File: src/rtl/uart_rx_parity.sv
// UART receiver with optional odd parity.
// Oversamples the line at OVERSAMPLE clocks per bit, samples each bit at its
// midpoint and reports every frame, including frames with parity or framing
// errors. A line held low after a bad stop bit is treated as a break and does
// not produce further frames until it returns high.
module uart_rx_parity #(
  parameter int DATA_WIDTH = 8,
  parameter int OVERSAMPLE = 16
) (
  input  logic                  UCLK,
  input  logic                  reset,
  input  logic                  rx_in,
  input  logic                  parity_en,
  output logic [DATA_WIDTH-1:0] rx_data,
  output logic                  data_valid,
  output logic                  parity_error,
  output logic                  framing_error
);

  localparam int CW = (OVERSAMPLE > 2) ? $clog2(OVERSAMPLE) : 1;
  localparam int IW = (DATA_WIDTH > 1) ? $clog2(DATA_WIDTH) : 1;

  localparam logic [CW-1:0] C_SAMPLE = CW'(OVERSAMPLE / 2 - 1);
  localparam logic [CW-1:0] C_END    = CW'(OVERSAMPLE - 1);
  localparam logic [IW-1:0] C_LAST   = IW'(DATA_WIDTH - 1);

  typedef enum logic [2:0] {
    S_IDLE,
    S_START,
    S_DATA,
    S_PARITY,
    S_STOP,
    S_BREAK
  } state_t;

  state_t                r_state;
  logic [CW-1:0]         r_cnt;
  logic [IW-1:0]         r_idx;
  logic                  r_sync1;
  logic                  r_sync2;
  logic [DATA_WIDTH-1:0] r_shift;
  logic                  r_par_en;
  logic                  r_par_err;
  logic [DATA_WIDTH-1:0] r_rx_data;
  logic                  r_data_valid;
  logic                  r_parity_error;
  logic                  r_framing_error;

  logic w_rx;
  logic w_sample;
  logic w_end;

  assign w_rx     = r_sync2;
  assign w_sample = (r_cnt == C_SAMPLE);
  assign w_end    = (r_cnt == C_END);

  assign rx_data       = r_rx_data;
  assign data_valid    = r_data_valid;
  assign parity_error  = r_parity_error;
  assign framing_error = r_framing_error;

  // Two-flop synchronizer for the asynchronous line; resets to the idle level.
  always_ff @(posedge UCLK) begin
    if (reset) begin
      r_sync1 <= 1'b1;
      r_sync2 <= 1'b1;
    end else begin
      r_sync1 <= rx_in;
      r_sync2 <= r_sync1;
    end
  end

  // Frame FSM: bit timing, data shift-in, parity check and registered results.
  always_ff @(posedge UCLK) begin
    if (reset) begin
      r_state         <= S_IDLE;
      r_cnt           <= '0;
      r_idx           <= '0;
      r_rx_data       <= '0;
      r_data_valid    <= 1'b0;
      r_parity_error  <= 1'b0;
      r_framing_error <= 1'b0;
    end else begin
      r_data_valid <= 1'b0;
      case (r_state)
        S_IDLE: begin
          r_cnt <= '0;
          r_idx <= '0;
          if (!w_rx) begin
            // parity_en is captured once so mid-frame changes cannot affect it
            r_state   <= S_START;
            r_par_en  <= parity_en;
            r_shift   <= '0;
            r_par_err <= 1'b0;
          end
        end

        S_START: begin
          if (w_sample && w_rx) begin
            // line went back high before mid-bit: a glitch, not a start bit
            r_state <= S_IDLE;
            r_cnt   <= '0;
          end else if (w_end) begin
            r_state <= S_DATA;
            r_cnt   <= '0;
            r_idx   <= '0;
          end else begin
            r_cnt <= r_cnt + CW'(1);
          end
        end

        S_DATA: begin
          // LSB arrives first, so after the last bit it sits at position 0
          if (w_sample) begin
            r_shift <= {w_rx, r_shift[DATA_WIDTH-1:1]};
          end
          if (w_end) begin
            r_cnt <= '0;
            if (r_idx == C_LAST) begin
              r_idx   <= '0;
              r_state <= r_par_en ? S_PARITY : S_STOP;
            end else begin
              r_idx <= r_idx + IW'(1);
            end
          end else begin
            r_cnt <= r_cnt + CW'(1);
          end
        end

        S_PARITY: begin
          // odd parity: the parity bit must equal the XNOR of the data bits
          if (w_sample) begin
            r_par_err <= (w_rx != ~^r_shift);
          end
          if (w_end) begin
            r_state <= S_STOP;
            r_cnt   <= '0;
          end else begin
            r_cnt <= r_cnt + CW'(1);
          end
        end

        S_STOP: begin
          // results are published at mid stop bit so a following start bit
          // half a bit later is still caught from IDLE
          if (w_sample) begin
            r_rx_data       <= r_shift;
            r_data_valid    <= 1'b1;
            r_parity_error  <= r_par_err;
            r_framing_error <= ~w_rx;
            r_state         <= w_rx ? S_IDLE : S_BREAK;
            r_cnt           <= '0;
          end else begin
            r_cnt <= r_cnt + CW'(1);
          end
        end

        S_BREAK: begin
          // wait for the line to recover so a held-low line yields one frame only
          r_cnt <= '0;
          if (w_rx) begin
            r_state <= S_IDLE;
          end
        end

        default: begin
          r_state <= S_IDLE;
          r_cnt   <= '0;
        end
      endcase
    end
  end

endmodule

File: config.mk
export PLATFORM = sky130hd
export DESIGN_NAME = uart_rx_parity
export DESIGN_NICKNAME = d
export VERILOG_FILES = /design/src/rtl/uart_rx_parity.sv
export SDC_FILE = /design/constraint.sdc
export NUM_CORES = 1
export LEC_CHECK = 0
export BUFFER_PORTS_ARGS = -buffer_cell sky130_fd_sc_hd__buf_2
export CAP_MARGIN = 20
export CORE_ASPECT_RATIO = 1.25
export CORE_MARGIN = 8
export CORE_UTILIZATION = 55
export DETAILED_ROUTE_END_ITERATION = 6
export PLACE_DENSITY = 0.75
export SYNTH_ARGS = -nofsm -noshare
export SYNTH_HDL_FRONTEND = slang
export SYNTH_SLANG_ARGS = --single-unit
File: constraint.sdc
create_clock -name UCLK -period 2.9 [get_ports UCLK]
set_clock_uncertainty 0.15 [all_clocks]
set_input_delay 0.58 -clock UCLK [delete_from_list [all_inputs] [get_ports UCLK]]
set_output_delay 0.58 -clock UCLK [all_outputs]
set_load 0.01 [all_outputs]
== Word level (Yosys, flattened, before mapping) ==
Index checks and enable logic that the tools add are counted.
Cells by class
  eq/ne operators: 20
  reduce and logical (&&, ||, !) cells: 14
  add/subtract/negate cells: 2
  muxes and demuxes: 27
  bitwise logic cells: 3
Operator list (count)
  3-bit 2-to-1 mux: 14
  2-bit inequality test (second input constant): 10
  3-bit case mux with 6 select lines: 1
  8-bit 2-to-1 mux: 2
  8-bit case mux with 2 select lines: 1
  4-bit 2-to-1 mux: 3
  4-bit case mux with 3 select lines: 1
  4-bit AND reduction: 3
  3-bit equality test (second input constant): 3
  3-bit case mux with 3 select lines: 1
  8-bit XNOR reduction: 1
  7-bit AND reduction: 1
  3-bit by 2-bit equality test with 1-bit output (second input constant): 2
  4-bit by 1-bit adder with 4-bit output (second input constant): 1
  4-bit by 3-bit equality test with 1-bit output (second input constant): 1
  4-bit equality test (second input constant): 1
  2-bit nonzero test: 2
  2-bit OR reduction: 2
  3-bit by 1-bit adder with 3-bit output (second input constant): 1
  3-bit by 1-bit equality test with 1-bit output (second input constant): 1
  3-bit logical NOT: 1
  1-bit 2-to-1 mux: 3
  3-bit inequality test (second input constant): 1
  1-bit NOT: 3
  6 further kinds: 6
Storage, ports and cells
  bits in registers: 33

== Depth between registers and ports, before layout ==
Gate-level depths: netlist of run 1.
  depth after elaboration: 4
  depth in mapped cells: 6
  gate-level depth less buffers: 6

== Worst setup path before layout of run 1 ==
OpenSTA, ideal clock, no wires.
  kind: flip-flop to flip-flop
  start point: register r_cnt[0]
  end point: register r_shift[0], enable pin
  setup slack: 518 ps
  required time: 2355 ps
  path buffers: 1
  cell stages (with the launch flop): 6
  arrival time: 1838 ps
  setup time: 395 ps
  clock period less this slack: 2382 ps
  path through: dfxtp_1 -> ha_1 -> and3b_1 -> clkbuf_1 -> a21oi_1 -> nor4_1
On the way
  longest elaborated chain between the ends: 3
RTL lines
  start: declaration: line 37  | logic [CW-1:0] r_cnt;
  start signal: assignment: line 108  | r_cnt <= r_cnt + CW'(1);
  start signal: assignment: line 126  | r_cnt <= r_cnt + CW'(1);
  start signal: assignment: line 139  | r_cnt <= r_cnt + CW'(1);
  4-bit by 3-bit equality test with 1-bit output: line 54  | assign w_sample = (r_cnt == C_SAMPLE);
  2-bit inequality test (no line)
  4-bit AND reduction (no line)
  end signal: assignment: line 115  | r_shift <= {w_rx, r_shift[DATA_WIDTH-1:1]};
  end: declaration: line 41  | logic [DATA_WIDTH-1:0] r_shift;
Every way passes these cells.
A chain may end at the register's enable or synchronous reset.

== Worst setup path in the final report of run 1 ==
  start point: register r_cnt[0]
  end point: register r_shift[1], enable pin
The elaborated chain is that of the path after synthesis.

==> results of run 1 <==
[layout by cell type, fill, tap and decap left out, drive strengths merged, types with 2 or more instances in the layout]
cell,count
nor3,8
a211oi,2
a21oi,20
inv,2
edfxtp,10
dfxtp,23
nor2,4
clkbuf,6
nand4b,3
ha,3
buf,17
xor2,3
nand2,21
nand3,4
o21ai,5
or2,2
and2,8
xnor2,6
[synthesized netlist by cell type, types with 2 or more instances]
master / n / area [um2]
and2_1: 8 / 50.1
o21ai_0: 5 / 25.0
nand3_1: 4 / 20.0
or2_2: 2 / 12.5
a211oi_1: 2 / 15.0
edfxtp_1: 10 / 300
buf_2: 4 / 20.0
clkbuf_1: 8 / 30.0
nor2_1: 4 / 15.0
nor3_1: 8 / 40.0
inv_1: 2 / 7.51
nand4b_1: 3 / 26.3
xnor2_1: 6 / 52.6
xor2_1: 3 / 26.3
ha_1: 3 / 37.5
dfxtp_1: 23 / 460
nand2_1: 21 / 78.8
a21oi_1: 19 / 95.1
[logic make-up (layout without fill, tap and decap cells)]
group,after synthesis,count (layout)
flip-flops,33,33
AO/OA/AOI/OAI,34,34
XOR/XNOR,10,10
AND/OR/NAND/NOR,62,62
buffers and inverters,14,27
adder cells (fa/ha/maj),3,3
[layout make-up]
class / count / area (um2) / area share [%]
clock inverter: 2 / 33.8 / 2.03
tap: 34 / 42.5 / 2.56
clock buffer: 6 / 41.3 / 2.49
sequential: 33 / 761 / 45.8
multi-input combinational: 109 / 682 / 41.1
timing repair buffer: 17 / 92.6 / 5.58
inverter: 2 / 7.51 / 0.452
[stage by stage]
step,power [mW],area [um2],std cells
after floorplan,0.678,1500,156
after global placement,0.706,1590,195
after detailed placement,0.717,1590,195
after CTS,1.05,1660,203
after global routing,1.09,1660,203
final,1.04,1660,203
[worst min-delay path by stage]
stage               startpoint  endpoint  slack [ps]  depth (start not counted)
floorplan              r_sync1   r_sync2         240                          1
global placement       r_sync1   r_sync2         240                          1
detailed placement     r_sync1   r_sync2         240                          1
CTS                  parity_en  r_par_en         250                          1
global route         parity_en  r_par_en         230                          1
finish               parity_en  r_par_en         270                          1
[sequential cells by signal (all words and copies together) (netlist names), 3 cells and up]
signal and cells:
r_cnt 4, r_idx 3, r_shift 8, r_state 3
rx_data 8
[layer usage]
layer	part of all wire, %	track usage [%]	vias to the layer above
met5	0	0	-
met4	2.9	9.39	0
met3	6.8	6.33	9
met2	47	22.2	30
met1	43	12.5	538
li1	-	-	576
[report_power, final]
part           internal [mW]  total [mW]  switching [mW]
registers              0.497       0.535          0.0382
clock network          0.179       0.331           0.152
logic                 0.0768       0.172          0.0948
total                  0.753        1.04           0.285
[worst register-to-register path: stages, from the launching register on]
cell and delay [ps]:
dfxtp_1 370, ha_1 290, and3b_1 320, a21oi_1 100, nor4_1 230, buf_4 230
==> impl_results.md, run 1 <==
* Crit path launch type: flip-flop
* Antenna Diode Count at 0
* Clock Tree Buf Depth at 2
* Routability cong. at 0.832
* Fraction of the mapped netlist area in adder cells at 2.50%
* Reg2reg setup slack at 930 ps
* Crit-path max FO at 8
* DP Worst Slack at 977 ps
* Crit path time final at 1970 ps
* Worst r2r dst: r_shift[1]
* Slew Limit Headroom at 57.2%
* CP arrival at 1880 ps
* First-pass GRT wire length at 4.73 mm
* Peak supply drop at 0.000471 V
* Unique masters post-synth at 39
* Yosys warnings at 0
* Crit path kind: reg2reg
* Avg Inst Size Synth at 9.62 um2
* Layout fillers at 236
* Fmax at 509 MHz
* Starting Density at 57.1%
* Complex-gate fraction of the synthesized area at 13.5%
* I/O Buffers at 14
* CORE AREA at 2630 um2
* Worst r2r src: r_cnt[0]
* Largest net degree at the start of global routing at 27
* Pwr per Cell Area at 625 nW/um2
* Residual DRC at 0
* Minimum hold slack at 265 ps
* Die width at 62.7 um
* DP HPWL at 1.97 mm
* Clock H-tree levels at 2
* Post-cts hold buffer count at 0
* Synth Area in Simple Gates at 22.7%
* Main synth FF type: dfxtp_1
* Skew-Pair Late Insertion Delay at 340 ps
* Area grow syn2layout at 10.7%
* Share of layout cells above drive strength 1 at 16.0%
* # rows at 21
* WL/cell at 13.9 um
* CTS tree: done
* Via/cell ratio at 5.68
* Worst-path cell chain: ha_1 > and3b_1 > a21oi_1 > nor4_1 > buf_4
* Total Routed Length at 2.83 mm
* Crit end category: flip-flop
* Cells after Synth at 156
* CTS Buf Count at 5
* Die H at 74.4 um
* CP endpoint: r_shift[1]
* Lkg Pwr at 0.628 nW
* Critical path depth at 5
* Post-CTS setup buffers at 0
* Final count of negative-setup-slack endpoints at 0
* Setup TNS at 0 ps
* Register bit total from synthesis at 33
* Die footprint at 4670 um2
* DRT iter0 DRCs at 53
* Worst-path clk slew at 100 ps
* Status: completed
* Vias at 1153
* Nets at 175
* Vias in the first global route at 1071
* Largest family of logic cells by synthesized area: simple AND/OR/NAND/NOR gates
* Post-Syn Area at 1500 um2
* RSZ-0062 raised after global routing: no
* CP bufs+invs at 1
* XOR/XNOR share of the synthesized area at 6.76%
* Tightest Hold Check Type: in2reg
* Actual slew at the worst max-slew pin at 642 ps
* Critical path launch point: r_cnt[0]
* Crit-path max cell delay at 370 ps
* Syn Nets at 163
* Initial antenna violation count at 0
* Root buffer cell: clkbuf_4
* Fin util at 63.2%
* First-pass iteration count of the detailed router at 4
* Clock Sink Count at 33
* GR Util All Layers at 13.1%
* Final worst slack at 934 ps
* Ys async rst share at 0%
* Number of synthesized flops with an enable pin at 10
* Delay-heaviest family, CP: simple AND/OR/NAND/NOR gates
* CP required at 2810 ps
* GRT overflow at 0
* FF-to-FF path depth at 5
* Post-DRT Antenna Nets at 0
* Seq/Total Area, Yosys at 50.7%
* Fin crit share at 67.8%
* # resized after CTS at 0
* Max-cap violations at 0
* Io pins at 15
* Multiplexer share of the synthesized area at 0%
* Final Hold Fails at 0
* Final Max Slew Viols at 0
* CP max-delay cell: dfxtp_1
Power figures use the tool's default switching activity.
==> run 2: changes to the inputs <==
Clock period 2.9 ns to 1.85 ns, I/O delays scaled along.
==> run 2 against run 1 <==
Compared with the run above:
- wire length grew 15%
- critical path type unchanged
- largest power group unchanged
- sequential share of layout area shrank 3.6 points
- via count grew 4.3%
- global-route usage grew 1.7 points
- first-iteration DRC count grew 17%
- flip-flop and latch count is the same
- setup slack lost 900 ps
- register-to-register slack lost 900 ps
- largest cell class unchanged
- highest routed layer unchanged
- combinational power grew 100%
- critical path depth grew 1
==> impl_results.md, run 2 (synthesis results as in run 1) <==
* Status: completed
* Root buffer cell: clkbuf_4
* CTS Buf Count at 5
* Tightest Hold Check Type: in2reg
* Lkg Pwr at 0.682 nW
* Max-cap violations at 0
* Crit path launch type: flip-flop
* Post-cts hold buffer count at 0
* Vias in the first global route at 1205
* Fin cells at 215
* Die width at 62.7 um
* Logic pwr share at 20.6%
* CP arrival at 1930 ps
* Fin crit share at 97.9%
* Pwr Total at 1.69 mW
* DP Worst Slack at -46.0 ps
* Largest net degree at the start of global routing at 21
* Vias at 1203
* DP HPWL at 2.31 mm
* Commonest non-fill, non-tap cell in the layout: nand2_1
* Fmax at 552 MHz
* Worst-path cell chain: ha_4 > ha_4 > o2111a_1 > or4_4 > a21o_1 > a21oi_2
* FF-to-FF path depth at 6
* P_int at 1.23 mW
* Clock Sink Count at 33
* Slew Limit Headroom at 74.5%
* DRT iter0 DRCs at 62
* CP required at 1970 ps
* Crit path kind: reg2reg
* Final Hold Fails at 0
* Actual slew at the worst max-slew pin at 378 ps
* Pwr per Cell Area at 934 nW/um2
* Final count of negative-setup-slack endpoints at 0
* Die footprint at 4670 um2
* CP endpoint: r_state[0]
* Commonest non-fill, non-tap cells in the layout: 21 x nand2_1, 19 x dfxtp_1, 18 x a21oi_1, 15 x buf_4, 14 x buf_2
* Final worst slack at 38.6 ps
* Skew-Pair Late Insertion Delay at 330 ps
* Via/cell ratio at 5.60
* Worst r2r src: r_idx[0]
* Initial antenna violation count at 0
* First-pass iteration count of the detailed router at 4
* Most used cell, CP: ha_4
* Post-DRT Antenna Nets at 0
* Share of layout cells above drive strength 1 at 26.5%
* Worst-path clk slew at 100 ps
* WL/cell at 15.1 um
* Nets at 187
* Psw at 0.468 mW
* CP max-delay cell: or4_4
* Design Area, Final at 1810 um2
* Area grow syn2layout at 20.8%
* # rows at 21
* Antenna Diode Count at 0
* Sw frac at 27.6%
* Post-Place Cell Area at 1700 um2
* Placed instance count at 206
* Clock H-tree levels at 2
* Clock Tree Buf Depth at 2
* RSZ-0062 raised after global routing: yes
* Crit-path max FO at 3
* GRT overflow at 0
* Reg2reg setup slack at 40 ps
* Final Max Slew Viols at 0
* Peak supply drop at 0.000875 V
* Crit path time final at 1810 ps
* Residual DRC at 0
* CORE AREA at 2630 um2
* Routability cong. at 0.919
* Die H at 74.4 um
* Starting Density at 57.1%
* Io pins at 15
* Worst r2r dst: r_state[0]
* Total Routed Length at 3.26 mm
* GR Util All Layers at 14.8%
* I/O Buffers at 14
* Clock share of power at 30.5%
* Crit-path max cell delay at 430 ps
* Sequential power share at 48.9%
* First-pass GRT wire length at 5.47 mm
* Crit end category: flip-flop
* Critical path launch point: r_idx[0]
* CTS tree: done
## run 2: what timing repair did
item                                    4_1_cts  5_1_grt
endpoints found under the setup margin        2        4
gates resized for setup                       3        5
setup buffers                                 1        0
## run 2: layout make-up
class	count	area, um2
fillers	207	816
clock inverters	2	33.8
flip-flops and latches	33	766
repair buffers	29	183
well taps	34	42.5
clock buffers	6	41.3
inverters	2	7.51
multi-input cells	109	738
## run 2: worst min path at each step
stage | slack (ps) | start | cells past startpoint | endpoint
2_1_floorplan | 240 | r_sync1 | 1 | r_sync2
3_3_place_gp | 250 | r_sync1 | 1 | r_sync2
3_5_place_dp | 250 | r_sync1 | 1 | r_sync2
4_1_cts | 60 | parity_en | 1 | r_par_en
5_1_grt | 50 | parity_en | 1 | r_par_en
6_report | 60 | parity_en | 1 | r_par_en
## run 2: layer usage
layer  GRT usage [%]  vias up  part of all wire [%]
met4            6.85        0                   1.4
met1            15.3      568                    41
met5               0        -                     0
met3            4.07        5                   5.1
met2            27.5       34                    52
li1                -      596                     -
## run 2: per-stage QoR
| step | TNS, ps | hold slack, ps | util, % |
|---|---|---|---|
| 6_report | 0 | 64.3 | 69.0 |
| 5_1_grt | -3.47 | 52.7 | 69.0 |
| 4_1_cts | 0 | 57.1 | 68.0 |
| 3_5_place_dp | -46.0 | 250 | 64.6 |
| 3_3_place_gp | -6.01 | 247 | 64.6 |
| 2_1_floorplan | 0 | 239 | - |
## run 2: power by group through the flow
stage	Clock, mW	Sequential [mW]	Combinational (mW)
after floorplan	0	0.821	0.258
after global placement	0	0.839	0.330
after detailed placement	0	0.841	0.339
after CTS	0.522	0.826	0.346
after global routing	0.550	0.832	0.382
final	0.516	0.828	0.349
## run 2: worst max-delay path: cells and delay by family, from the launching register on
kind	cells	cell delay (ps)
adders and majority gates	2	310
and+or+nand+nor	1	430
DFF	1	350
AOI/OAI and AO/OA	3	530
==> run 3: changes to the inputs <==
Settings changed: ABC_AREA set to 1, BUFFER_PORTS_ARGS -buffer_cell sky130_fd_sc_hd__buf_2 to -buffer_cell sky130_fd_sc_hd__buf_4.
==> run 3 against run 2 <==
Compared with the run above:
- flip-flop and latch count unchanged
- critical endpoint is now r_shift[2]
- highest routed layer unchanged
- sequential power up 20%
- non-clock buffer count shrank 13
- critical path depth unchanged
- wire length decreased by 5.4%
- largest power group unchanged
- final cell count rose by 17%
- clock-buffer cell count shrank 1
- critical path type unchanged
- first-iteration DRC count fell by 34%
- hold slack lost 2.4 ps
==> impl_results.md, run 3 <==
* GRT overflow at 0
* Crit path kind: reg2reg
* Synth area leader: dfxtp_1
* Crit path time final at 1640 ps
* Routability cong. at 0.848
* Fin cells at 252
* Clock share of power at 15.9%
* Share of layout cells above drive strength 1 at 18.8%
* Area fraction of the dominant cell type after synthesis at 29.7%
* Delay-heaviest family, CP: simple AND/OR/NAND/NOR gates
* Register bit total from synthesis at 33
* Tightest Hold Check Type: in2reg
* Clock Sink Count at 33
* WL/cell at 12.2 um
* Setup TNS at 0 ps
* Slew Limit Headroom at 78.8%
* CP bufs+invs at 1
* Ys async rst share at 0%
* # rows at 21
* Worst-path clk slew at 100 ps
* Most common cell in the netlist: nor2_1
* Fin crit share at 88.6%
* Post-Syn Area at 1550 um2
* First-pass iteration count of the detailed router at 4
* Die H at 75.3 um
* Nets at 224
* Starting Density at 57.8%
* Sw frac at 41.9%
* Crit-path max cell delay at 360 ps
* Total Routed Length at 3.08 mm
* Root buffer cell: clkbuf_4
* RSZ-0062 raised after global routing: no
* # resized after CTS at 0
* Area grow syn2layout at 12.1%
* Skew-Pair Late Insertion Delay at 340 ps
* Antenna Diode Count at 0
* Crit end category: flip-flop
* CP arrival at 1550 ps
* Clock H-tree levels at 2
* Worst-path cell chain: ha_1 > nand2_2 > nor2_4 > nor2_1 > nor3_2 > buf_4
* Main synth FF type: dfxtp_1
* Commonest non-fill, non-tap cells in the layout: 41 x nor2_1, 37 x nand2_1, 23 x dfxtp_1, 19 x inv_1, 16 x buf_4
* P_int at 1.35 mW
* Max-cap violations at 0
* Die footprint at 4780 um2
* Cells after Synth at 197
* CP max-delay cell: dfxtp_1
* Logic pwr share at 41.4%
* Final worst slack at 210 ps
* CTS Buf Count at 5
* Post-synth top cells: 41 x nor2_1, 37 x nand2_1, 23 x dfxtp_1
* Crit path launch type: flip-flop
* Clock Tree Buf Depth at 2
* Vias in the first global route at 1192
* Io pins at 15
* Layout fillers at 243
* Initial antenna violation count at 0
* Post-cts hold buffer count at 0
* CP required at 1760 ps
* Sequential power share at 42.7%
* CORE AREA at 2680 um2
* First-pass GRT wire length at 5.15 mm
* Register Area at 761 um2
* Status: completed
* Multi-input gate area at 667 um2
* Final Max Slew Viols at 0
* Pwr per Cell Area at 1340 nW/um2
* Residual DRC at 0
* Commonest non-fill, non-tap cell in the layout: nor2_1
* Peak supply drop at 0.00105 V
* Via/cell ratio at 5.15
* Reg2reg setup slack at 210 ps
* Avg Inst Size Synth at 7.86 um2
* Yosys warnings at 0
* Largest net degree at the start of global routing at 17
* I/O Buffers at 14
* Final Hold Fails at 0
* Fmax at 610 MHz
* Actual slew at the worst max-slew pin at 317 ps
* Synth top area cells: dfxtp_1 30%, edfxtp_1 19%, nor2_1 9.9%
* Unique masters post-synth at 27
* DRT iter0 DRCs at 41
* DP Worst Slack at 212 ps
* Final count of negative-setup-slack endpoints at 0
* Number of synthesized flops with an enable pin at 10
* Crit-path max FO at 8
* Syn Nets at 204
* Psw at 0.975 mW
* Post-DRT Antenna Nets at 0
* Post-CTS setup buffers at 0
* Die width at 63.5 um
* Placed instance count at 244
* GR Util All Layers at 13.9%
* Lkg Pwr at 0.832 nW
* CTS tree: done
* Seq/Total Area, Yosys at 49.1%
* DP HPWL at 2.42 mm
* Vias at 1297
-- run 3: cell types whose count changed after synthesis, sizes merged, moves of 3 or more --
| cell | delta |
|---|---|
| xnor2 | -5 |
| o21ai | +12 |
| nor2 | +41 |
| and2 | -8 |
| inv | +21 |
| nand4b | -3 |
| nor3 | -5 |
| clkbuf | -8 |
| a21oi | -10 |
| nand2 | +22 |
-- run 3: path summary, 6_finish.rpt --
kind / start / end / cells after the start
worst min register to register: r_sync1 / r_sync2 / 1
worst min-delay path: parity_en / r_par_en / 1
worst max register to register: r_cnt[0] / r_shift[2] / 6
worst max-delay path: r_cnt[0] / r_shift[2] / 6
-- run 3: final cells by class --
type                    count  area share (%)
flip-flops and latches     33            43.8
multi-input cells         136            38.4
repair buffers             16            6.92
inverters                  25            5.55
well taps                  34            2.45
clock buffers               5            2.16
clock inverters             3           0.720
-- run 3: routing by layer --
layer  wire length, um  track usage (%)  vias to the layer above
met5                 0                0                        -
met4                76             8.68                        0
met3               142             5.88                        8
met2              1600             24.5                       15
met1              1270             13.4                      604
li1                  -                -                      670
-- run 3: power by group through the flow --
stage	logic (mW)	clock network (mW)	registers, mW
final	0.965	0.369	0.994
after global routing	1.11	0.413	1.01
after detailed placement	0.966	0	1.01
after floorplan	0.789	0	0.991
after CTS	0.971	0.387	0.994
after global placement	0.944	0	1.01
-- run 3: cells by family after synthesis --
family	after synthesis	share of synthesized area, %
AOI/OAI and AO/OA	29	10.2
adders and majority gates	3	2.42
DFF	33	49.1
buffers and inverters	28	8.16
xor gates and xnor gates	3	1.70
and+or+nand+nor	101	28.4
-- run 3: stage by stage --
step	hold slack [ps]	area (um2)	power (mW)	util [%]
global route	37.3	1740	2.53	64.8
detailed placement	260	1690	1.98	62.9
CTS	42.9	1740	2.35	64.8
floorplan	239	1550	1.78	-
global placement	245	1690	1.95	62.9
finish	61.9	1740	2.33	64.8
-- run 3: worst reg2reg max path, stage by stage (launching register included) --
cell     delay, ps
dfxtp_1        360
ha_1           220
nand2_2        100
nor2_4         150
nor2_1          70
nor3_2         140
buf_4          180
